`src/rtl/decoder_if.sv`:
```
// Stream bundle for the 64b/66b block decoder.
//   encoded_*      : upstream 66-bit block stream (valid/ready)
//   xgmii_*        : downstream XGMII beat stream, one half-word per beat
// Modports:
//   slave  : the decoder's view (consumes blocks, produces XGMII beats)
//   master : the environment's view (produces blocks, consumes beats)
interface decoder_if #(
  parameter int XGMII_DATA_WIDTH = 32,
  parameter int XGMII_DATA_BYTES = XGMII_DATA_WIDTH / 8,
  parameter int PCS_DATA_WIDTH   = 66
);
  logic [PCS_DATA_WIDTH-1:0]   encoded_data_in;
  logic                        encoded_valid_in;
  logic                        encoded_ready_out;
  logic [XGMII_DATA_WIDTH-1:0] xgmii_data_out;
  logic [XGMII_DATA_BYTES-1:0] xgmii_ctrl_out;
  logic                        xgmii_valid_out;
  logic                        xgmii_ready_in;

  modport slave (
    input  encoded_data_in, encoded_valid_in, xgmii_ready_in,
    output encoded_ready_out, xgmii_data_out, xgmii_ctrl_out, xgmii_valid_out
  );

  modport master (
    output encoded_data_in, encoded_valid_in, xgmii_ready_in,
    input  encoded_ready_out, xgmii_data_out, xgmii_ctrl_out, xgmii_valid_out
  );
endinterface

```
`src/rtl/decoder.sv`:
```
// 64b/66b block decoder to a 32-bit XGMII beat stream.
// Each accepted 66-bit block is decoded into a 64-bit data word and an 8-bit
// control word, then presented as two XGMII beats: lanes 0-3, then lanes 4-7.
// Ports:
//   clk          : clock, all state on the rising edge
//   rst          : asynchronous active-low reset
//   bus          : decoder_if.slave (block input stream, XGMII output stream)
//   decode_error : one-cycle pulse after a rejected block is accepted
//   error_count  : saturating count of rejected blocks
module decoder #(
  parameter int XGMII_DATA_WIDTH = 32,
  parameter int XGMII_DATA_BYTES = XGMII_DATA_WIDTH / 8,
  parameter int PCS_DATA_WIDTH   = 66
) (
  input  logic        clk,
  input  logic        rst,
  decoder_if.slave    bus,
  output logic        decode_error,
  output logic [15:0] error_count
);

  typedef enum logic [1:0] {EMPTY, LOW, HIGH} state_t;

  typedef struct packed {
    logic [63:0] data;
    logic [7:0]  ctrl;
    logic        err;
  } dec_t;

  state_t      state_q, state_d;
  logic [63:0] data_q, data_d;
  logic [7:0]  ctrl_q, ctrl_d;
  logic        err_q, err_d;
  logic [15:0] cnt_q, cnt_d;
  logic        enc_ready;
  logic        accept;
  dec_t        dec;

  // Terminate block types map to the lane holding the terminate character.
  // Returns -1 for anything that is not a terminate type.
  function automatic int term_lane(input logic [7:0] btype);
    case (btype)
      8'h87:   return 0;
      8'h99:   return 1;
      8'hAA:   return 2;
      8'hB4:   return 3;
      8'hCC:   return 4;
      8'hD2:   return 5;
      8'hE1:   return 6;
      8'hFF:   return 7;
      default: return -1;
    endcase
  endfunction

  function automatic logic [15:0] sat_inc(input logic [15:0] v);
    return (v == 16'hFFFF) ? v : v + 16'd1;
  endfunction

  // Anything not explicitly recognised falls through to the all-error word.
  function automatic dec_t decode_block(input logic [PCS_DATA_WIDTH-1:0] blk);
    logic [1:0]  sync;
    logic [7:0]  btype;
    logic [55:0] pl;
    int          n;
    dec_t        r;
    sync   = blk[PCS_DATA_WIDTH-1 -: 2];
    btype  = blk[63:56];
    pl     = blk[55:0];
    n      = term_lane(btype);
    r.data = {8{8'hFE}};
    r.ctrl = 8'hFF;
    r.err  = 1'b1;
    if (sync == 2'b01) begin
      r.data = blk[63:0];
      r.ctrl = 8'h00;
      r.err  = 1'b0;
    end else if (sync == 2'b10) begin
      if (btype == 8'h78) begin
        r.data = {pl, 8'hFB};
        r.ctrl = 8'h01;
        r.err  = 1'b0;
      end else if (btype == 8'h33) begin
        r.data = {pl[31:0], pl[55:32], 8'h07};
        r.ctrl = 8'h1F;
        r.err  = 1'b0;
      end else if (btype == 8'h1E) begin
        // A control block with non-idle content is replaced by errors on
        // the lanes but is not counted as a rejected block.
        r.err = 1'b0;
        if (pl == {7{8'h07}}) r.data = {8{8'h07}};
      end else if (n >= 0) begin
        // Terminate in lane n: the top n payload bytes fill lanes below it.
        r.err = 1'b0;
        for (int k = 0; k < 8; k++) begin
          if (k < n)       r.data[8*k +: 8] = pl[8*(7-n+k) +: 8];
          else if (k == n) r.data[8*k +: 8] = 8'hFD;
          else             r.data[8*k +: 8] = 8'h07;
          r.ctrl[k] = (k >= n);
        end
      end
    end
    return r;
  endfunction

  // A new block can enter while the last beat of the previous one leaves,
  // so consecutive blocks stream without a bubble.
  always_comb begin
    enc_ready = rst & ((state_q == EMPTY) | ((state_q == HIGH) & bus.xgmii_ready_in));
    accept    = bus.encoded_valid_in & enc_ready;
    dec       = decode_block(bus.encoded_data_in);
  end

  always_comb begin
    state_d = state_q;
    data_d  = data_q;
    ctrl_d  = ctrl_q;
    err_d   = 1'b0;
    cnt_d   = cnt_q;
    unique case (state_q)
      EMPTY: if (accept) state_d = LOW;
      LOW:   if (bus.xgmii_ready_in) state_d = HIGH;
      HIGH:  if (bus.xgmii_ready_in) state_d = accept ? LOW : EMPTY;
      default: state_d = EMPTY;
    endcase
    if (accept) begin
      data_d = dec.data;
      ctrl_d = dec.ctrl;
      err_d  = dec.err;
      if (dec.err) cnt_d = sat_inc(cnt_q);
    end
  end

  always_ff @(posedge clk or negedge rst) begin
    if (!rst) begin
      state_q <= EMPTY;
      data_q  <= '0;
      ctrl_q  <= '0;
      err_q   <= 1'b0;
      cnt_q   <= '0;
    end else begin
      state_q <= state_d;
      data_q  <= data_d;
      ctrl_q  <= ctrl_d;
      err_q   <= err_d;
      cnt_q   <= cnt_d;
    end
  end

  // Output lanes are zero while no beat is being presented.
  always_comb begin
    bus.encoded_ready_out = enc_ready;
    bus.xgmii_valid_out   = (state_q != EMPTY);
    bus.xgmii_data_out    = '0;
    bus.xgmii_ctrl_out    = '0;
    if (state_q == LOW) begin
      bus.xgmii_data_out = data_q[0 +: XGMII_DATA_WIDTH];
      bus.xgmii_ctrl_out = ctrl_q[0 +: XGMII_DATA_BYTES];
    end else if (state_q == HIGH) begin
      bus.xgmii_data_out = data_q[XGMII_DATA_WIDTH +: XGMII_DATA_WIDTH];
      bus.xgmii_ctrl_out = ctrl_q[XGMII_DATA_BYTES +: XGMII_DATA_BYTES];
    end
    decode_error = err_q;
    error_count  = cnt_q;
  end

endmodule

```
`src/flat_wrapper.sv`:
```
// flat-port wrapper written by rule: the top's interface ports become plain ports
module decoder_flat 
#(
  parameter int XGMII_DATA_WIDTH = 32,
  parameter int XGMII_DATA_BYTES = XGMII_DATA_WIDTH / 8,
  parameter int PCS_DATA_WIDTH   = 66
)
  (clk, rst, decode_error, error_count, bus_encoded_data_in, bus_encoded_valid_in, bus_xgmii_ready_in, bus_encoded_ready_out, bus_xgmii_data_out, bus_xgmii_ctrl_out, bus_xgmii_valid_out);
  decoder_if #(.XGMII_DATA_WIDTH(XGMII_DATA_WIDTH), .XGMII_DATA_BYTES(XGMII_DATA_BYTES), .PCS_DATA_WIDTH(PCS_DATA_WIDTH)) bus_i ();
  input  logic clk;
  input  logic rst;
  output logic decode_error;
  output logic [15:0] error_count;
  input wire logic [$bits(bus_i.encoded_data_in)-1:0] bus_encoded_data_in;
  input wire logic [$bits(bus_i.encoded_valid_in)-1:0] bus_encoded_valid_in;
  input wire logic [$bits(bus_i.xgmii_ready_in)-1:0] bus_xgmii_ready_in;
  output wire logic [$bits(bus_i.encoded_ready_out)-1:0] bus_encoded_ready_out;
  output wire logic [$bits(bus_i.xgmii_data_out)-1:0] bus_xgmii_data_out;
  output wire logic [$bits(bus_i.xgmii_ctrl_out)-1:0] bus_xgmii_ctrl_out;
  output wire logic [$bits(bus_i.xgmii_valid_out)-1:0] bus_xgmii_valid_out;
  assign bus_i.encoded_data_in = bus_encoded_data_in;
  assign bus_i.encoded_valid_in = bus_encoded_valid_in;
  assign bus_i.xgmii_ready_in = bus_xgmii_ready_in;
  assign bus_encoded_ready_out = bus_i.encoded_ready_out;
  assign bus_xgmii_data_out = bus_i.xgmii_data_out;
  assign bus_xgmii_ctrl_out = bus_i.xgmii_ctrl_out;
  assign bus_xgmii_valid_out = bus_i.xgmii_valid_out;
  decoder #(.XGMII_DATA_WIDTH(XGMII_DATA_WIDTH), .XGMII_DATA_BYTES(XGMII_DATA_BYTES), .PCS_DATA_WIDTH(PCS_DATA_WIDTH)) u_core (.clk(clk), .rst(rst), .bus(bus_i), .decode_error(decode_error), .error_count(error_count));
endmodule
```
`config.mk`:
```
export PLATFORM = sky130hd
export DESIGN_NAME = decoder_flat
export DESIGN_NICKNAME = d
export VERILOG_FILES = /design/src/rtl/decoder_if.sv /design/src/rtl/decoder.sv /design/src/flat_wrapper.sv
export SDC_FILE = /design/constraint.sdc
export NUM_CORES = 1
export LEC_CHECK = 0
export ABC_AREA = 1
export CORE_ASPECT_RATIO = 0.7
export CORE_UTILIZATION = 53
export CTS_BUF_LIST = sky130_fd_sc_hd__clkbuf_8 sky130_fd_sc_hd__clkbuf_16
export DETAILED_ROUTE_END_ITERATION = 7
export PLACE_DENSITY = 0.77
export SLEW_MARGIN = 40
export SYNTH_ARGS = -nofsm -noshare
export SYNTH_HDL_FRONTEND = slang
export SYNTH_SLANG_ARGS = --single-unit
```
`constraint.sdc`:
```
create_clock -name clk -period 5.6 [get_ports clk]
set_clock_uncertainty 0.05 [all_clocks]
set_input_delay 1.12 -clock clk [delete_from_list [all_inputs] [get_ports clk]]
set_output_delay 1.12 -clock clk [all_outputs]
set_load 0.02 [all_outputs]
```
=== Word-level counts from Yosys, hierarchy flattened ===
Index checks and enable logic that the tools add are counted.
W data, S select, Z words.

* Bits of input ports: 70
* Logic and storage cells: 112
* Register bits after elaboration: 91
* Output and inout port bits: 55
* Memories: 0
* Latch bits: 0
* Bits in read-only memories: 0
* Bits in writable memories: 0

* Multipliers: 0
* $lt $le $gt $ge: 17
* Shift-type cells: 8
* Div/mod/pow operators: 0
* Eq/ne operators: 27
* Reductions and logical operators: 5
* Multiplexer cells: 36
* Add/sub/neg operators: 9
* Bitwise operators: 5

{| class="wikitable"
|+ Operators by type and width
! kind !! count
|-
| $shiftx A56 B32 Y8 || 8
|-
| $mux W73 || 5
|-
| $pmux W32 S8 || 1
|-
| $mux W8 || 17
|-
| $eq A4 B32 Y1 const A || 4
|-
| $ge A4 B32 Y1 const A || 4
|-
| $lt A4 B32 Y1 const A || 4
|-
| $mux W64 || 2
|-
| $add A29 B4 Y29 const B || 4
|-
| $eq A3 B32 Y1 const A || 2
|-
| $eq A8 B8 Y1 const B || 8
|-
| $ge A3 B32 Y1 const A || 2
|-
| $lt A3 B32 Y1 const A || 2
|-
| $mux W32 || 2
|-
| $add A29 B3 Y29 const B || 2
|-
| $eq A56 B51 Y1 const B || 1
|-
| $eq A2 B32 Y1 const A || 1
|-
| $ge A1 B32 Y1 const A || 1
|-
| $ge A2 B32 Y1 const A || 1
|-
| $ge A32 B1 Y1 const B || 1
|-
| $logic_not A32 Y1 || 1
|-
| $lt A1 B32 Y1 const A || 1
|-
| $lt A2 B32 Y1 const A || 1
|-
| $add A29 B2 Y29 const B || 1
|-
| 20 further kinds || 31
|}

=== Depth between registers and ports, before layout ===
Gate-level depths: netlist of the first run.

* Depth after elaboration: 13
* Mapped depth: 26
* Depth with buffers taken out: 24

=== Least setup slack after synthesis of the first run ===
No wires, ideal clock.

* Path kind: input to register
* Start: input bus_encoded_data_in[61]
* End: register u_core.data_q[14]
* Arrival time: 3544 ps
* Library setup time: 117 ps
* Stages on the path: 24
* Required time: 5433 ps
* Path slack: 1889 ps
* Cell sequence: inv_1 nand2_1 nor2_1 nand2_2 nand2_2 nor2_8 nand2_8 nand2_2 inv_1 buf_2 ha_1 inv_1 ha_1 xnor2_1 xnor2_1 inv_1 a21oi_1 nand2_1 nand2_1 nand2_1 nand2_1 nand2_1 nand2_1 nand2_1

* Cells in the longest elaborated chain, start to end: 12
* Elaborated cells on any way between the ends: 26
* Those cells by class: add/sub (2); order compare (2); eq/ne (12); shift (1); mux (9)

{| class="wikitable"
|+ RTL lines
! element !! RTL line !! source
|-
| start, declared || flat_wrapper.sv:14 || <nowiki>input wire logic [$bits(bus_i.encoded_data_in)-1:0] bus_encoded_data_in;</nowiki>
|-
| $eq A8 B8 Y1 || decoder.sv:42 || <nowiki>case (btype)</nowiki>
|-
| $pmux W32 S8 || decoder.sv:42 ||
|-
| $sub A4 B29 Y29 || decoder.sv:95 || <nowiki>if (k < n) r.data[8*k +: 8] = pl[8*(7-n+k) +: 8];</nowiki>
|-
| $add A29 B2 Y29 || decoder.sv:95 ||
|-
| $shiftx A56 B32 Y8 || decoder.sv:95 ||
|-
| $mux W8 || decoder.sv:95 ||
|-
| $mux W73 || decoder.sv:91 || <nowiki>end else if (n >= 0) begin</nowiki>
|-
| $mux W64 || decoder.sv:86 || <nowiki>end else if (btype == 8'h1E) begin</nowiki>
|-
| $mux W73 || decoder.sv:82 || <nowiki>end else if (btype == 8'h33) begin</nowiki>
|-
| $mux W73 (*) || decoder.sv:78 || <nowiki>if (btype == 8'h78) begin</nowiki>
|-
| $mux W73 (*) || decoder.sv:77 || <nowiki>end else if (sync == 2'b10) begin</nowiki>
|-
| $mux W73 (*) || decoder.sv:73 || <nowiki>if (sync == 2'b01) begin</nowiki>
|-
| end signal, assigned || decoder.sv:142 || <nowiki>data_q <= data_d;</nowiki>
|-
| end, declared || decoder.sv:31 || <nowiki>logic [63:0] data_q, data_d;</nowiki>
|}

Mark *: on every way between the ends. The rest lies on a longest branch, timed or not.
A chain may end at the register's enable or synchronous reset.

=== Worst setup path after layout of the first run ===
* Start: input bus_encoded_data_in[61]
* End: register u_core.data_q[54]

* Cells in the longest elaborated chain, start to end: 12
* Elaborated cells on any way between the ends: 26
* Those cells by class: add/sub (2); order compare (2); eq/ne (12); shift (1); mux (9)

{| class="wikitable"
|+ RTL lines
! element !! RTL line
|-
| $eq A8 B8 Y1 || decoder.sv:42
|-
| $pmux W32 S8 || decoder.sv:42
|-
| $sub A4 B29 Y29 || decoder.sv:95
|-
| $add A29 B4 Y29 || decoder.sv:95
|-
| $shiftx A56 B32 Y8 || decoder.sv:95
|-
| $mux W8 || decoder.sv:95
|-
| $mux W73 || decoder.sv:91
|-
| $mux W64 || decoder.sv:86
|-
| $mux W73 || decoder.sv:82
|-
| $mux W73 (*) || decoder.sv:78
|-
| $mux W73 (*) || decoder.sv:77
|-
| $mux W73 (*) || decoder.sv:73
|}

Marks and branches as above.

==> results of run 1 <==
==> logic make-up (layout without fill, tap and decap cells) <==
logic type,count (synthesis),in the layout
xor+xnor,16,16
other cells,0,2
compound gates,241,241
buf+inv,295,362
simple gates,1001,1001
fa+ha+maj,10,10
flops,91,91
==> metrics by stage <==
stage          power [µW]  setup slack [ns]
6_report             2540            0.6914
5_1_grt              2652            0.4955
4_1_cts              2516            0.8667
3_5_place_dp         1902            0.5437
3_3_place_gp         1876            0.5461
2_1_floorplan        1471             1.889
==> final timing paths <==
kind	startpoint	endpoint	slack, ns	cells after the start
max	bus_encoded_data_in[61]	u_core.data_q[54]$_DFFE_PN0P_	0.69	23
min	u_core.data_q[19]$_DFFE_PN0P_	u_core.data_q[19]$_DFFE_PN0P_	0.43	2
max reg2reg	u_core.state_q[0]$_DFFE_PN0P_	u_core.error_count[13]$_DFFE_PN0P_	2.78	14
min reg2reg	u_core.data_q[19]$_DFFE_PN0P_	u_core.data_q[19]$_DFFE_PN0P_	0.43	2
max in group asynchronous	rst	u_core.data_q[19]$_DFFE_PN0P_	3.93	2
min in group asynchronous	rst	u_core.error_count[13]$_DFFE_PN0P_	0.64	1
==> layer usage <==
layer	global-route usage (%)	wire, µm	vias to the layer above
met5	0	13	-
met4	26.67	2531	2
met3	11.78	5953	196
met2	68.44	17640	1034
met1	59.93	15800	5509
li1	-	-	5489
==> Yosys cell counts, types with 2 or more instances <==
master      n
buf_4       6
o31ai_1     7
buf_2      15
nor3_1      6
o31ai_2     2
buf_6      11
nand3b_1    4
xnor2_1     8
dfrtp_1    91
nand3_1   287
o21ai_2     3
o21ai_0   100
o21a_1      3
o21ai_1    14
inv_1     188
nand2_2     9
nand2_4     3
nor2_1     70
inv_2       7
nand4_1    16
clkbuf_1   61
nor2_2      4
o221ai_1    4
ha_1       10
nand2_1   588
a21boi_1    6
nor2_4      2
a22oi_1     2
nor2_8      2
nor4_1      7
o211ai_1   13
o22ai_1    13
a21oi_1    65
a31oi_1     5
buf_1       4
xor2_1      8
==> final cells by class <==
| class | instances | area [µm²] | share of cell area (%) |
|---|---|---|---|
| Antenna cell | 2 | 5.005 | 0.04526 |
| Clock buffer | 10 | 239.0 | 2.161 |
| Clock inverter | 6 | 56.30 | 0.5092 |
| Inverter | 198 | 749.5 | 6.778 |
| Multi-Input combinational cell | 1268 | 6002 | 54.28 |
| Sequential cell | 91 | 2277 | 20.60 |
| Tap cell | 231 | 289.0 | 2.614 |
| Timing Repair Buffer | 148 | 1439 | 13.01 |
==> tightest hold or removal path, delay by kind of cell, from the launching register on <==
kind | cells | cell delay [ns]
flip-flops | 1 | 0.34
AND/OR/NAND/NOR | 2 | 0.10
==> power by group through the flow <==
stage	clock network [µW]	logic [µW]	registers [µW]
6_report	605	1020	918
3_3_place_gp	0	964	912
3_5_place_dp	0	980	922
2_1_floorplan	0	552	919
4_1_cts	607	995	914
5_1_grt	631	1090	932
==> flip-flops by register name, summed over array words and instances (netlist names) <==
| signal | cells |
|---|---|
| u_core.ctrl_q | 8 |
| u_core.data_q | 64 |
| u_core.decode_error | 1 |
| u_core.error_count | 16 |
| u_core.state_q | 2 |
==> impl_metrics.toml, run 1 <==
[floorplan]
rows = 40
die_w_um = 161.9
io_pins = 125
core_area_um2 = 17320
start_util_pct = 54.79
dieArea_um2 = 18450
die_h_um = 113.9

[outcome]
status = "finished clean"

[setup_path]
critPathBufInv = 5
crit_path_end_kind = "flop"
arrival_ns = 5.13
crit_slowest_cell = "clkdlybuf4s50_1"
cp_max_fo = 40
critPathMaxStageDelay_ns = 0.54
crit_type = "in -> reg"
worstPathCellList = "clkdlybuf4s50_1 > inv_1 > nand2_1 > nor2_1 > nand2_1 > nand2_2 > nor2_8 > nand2_8 > nand2_2 > buf_4 > ha_1 > inv_1 > nor2_1 > inv_1 > nor2_1 > nand3_1 > nand2_1 > nand2_1 > nand2_1 > nand2_1 > nand2_1 > nand2_1 > nand2_1"
crit_family = "simple AND/OR/NAND/NOR gates"
required_ns = 5.82
critical_path.most_common_cell = "nand2_1"
critPathLaunchType = "input pin"

[synth]
synth_xor_area_share_pct = 1.477
synthesis.area_um2 = 9488
syn-num-nets = 1734
synthTopCellsByArea = "dfrtp_1 (24%), nand2_1 (23%), nand3_1 (15%)"
synth_compound_area_share_pct = 14.47
synth_area_leader_cell = "dfrtp_1"
synth-async-reset-ratio_pct = 100.0
ys.warnings.count = 0
synthAdderAreaFrac_pct = 1.319
muxShareOfSynthArea_pct = 0
synth_top_family_by_area = "simple AND/OR/NAND/NOR gates"
ys_types = 46
synth_seq_cells = 91
synth_top_area_share_pct = 24.00
syn_inst = 1654
synth_edf_count = 0
ys_seq_area_share_pct = 24.00
synthSimpleGateAreaFrac_pct = 45.69
ys_dominant_reg_cell = "dfrtp_1"
synth.avg_cell_area_um2 = 5.736

[timing]
hold_violations = 0
fin_hold_ws_ns = 0.4299
grt_setup_unrepaired = "false"
setup_violations = 0
fin_crit_ns = 4.909
min_period_over_period_pct = 87.65
clock.fmax_ghz = 0.2037
relSlewSlack_pct = 49.56
setup_tns_ns = 0
slew_viol_final = 0
tightest_slew_ns = 0.7557

[grt]
grt_start_max_net_pins = 100
grt_pass1_wl_um = 64270
antenna_found_initial = 2
overflow = 0
grt_pass1_vias = 11330
grtUsageTotal_pct = 45.82

[clocking]
cts.path.max_buffers = 2
clock_latency_ns = 0.35
cts_buffers = 9
ctsResizeCount = 0
cts_setup_buffers = 0
htreeDepth = 3
root_buffer = "clkbuf_16"
clock_sinks = 91
clk_pin_slew_worst_paths_ns = 0.07
cts_tree = "yes"
cts_hold_buffers = 0

[routing]
viasPerCell = 6.259
firstDrtPassIters = 6
wl_per_cell_um = 21.46
wirelength_um = 41940
routed-via-count = 12230
antenna_left = 0
post-route-drc-count = 0
drt_iter0_markers = 2138

[cells_and_area]
layout_commonest_cell = "nand2_1"
fin_util_pct = 63.85
design.final.nets = 1796
fin_cells = 1954
design_area_um2 = 11060
area.growth.synth_to_final_pct = 16.54
n_fill_cell = 1687
drive_gt1_share_pct = 4.881
final_cell_mix = "nand2_1 (586), nand3_1 (287), inv_1 (188), clkdlybuf4s50_1 (123), o21ai_0 (100)"

[power]
ir_worst_vdd_mv = 0.2204
switchingPower_uw = 1021
p_sw_share_pct = 40.20
p_leak_uw = 0.005770
intPower_uw = 1519
seqPwrFrac_pct = 36.1
power.share.combinational_pct = 40.1
p_clk_share_pct = 23.8
power_density_nw_per_um2 = 229.7

[placed_design]
placed_area_um2 = 10730
io_buffers = 124
dp_hpwl_um = 30400
dp.cells = 1935
place_congestion = 1.070

[run]
max_cap_viol_count = 0

[hold_path]
hold_path.class = "reg -> reg"
Note: power is estimated with default switching activity, not from simulation.
==> inputs of run 2 (changes only) <==
SETUP_SLACK_MARGIN = 0.02   (was unset)
==> results of run 2 <==
Same layout as run 1: the final DEF is identical, and so are final timing and power.
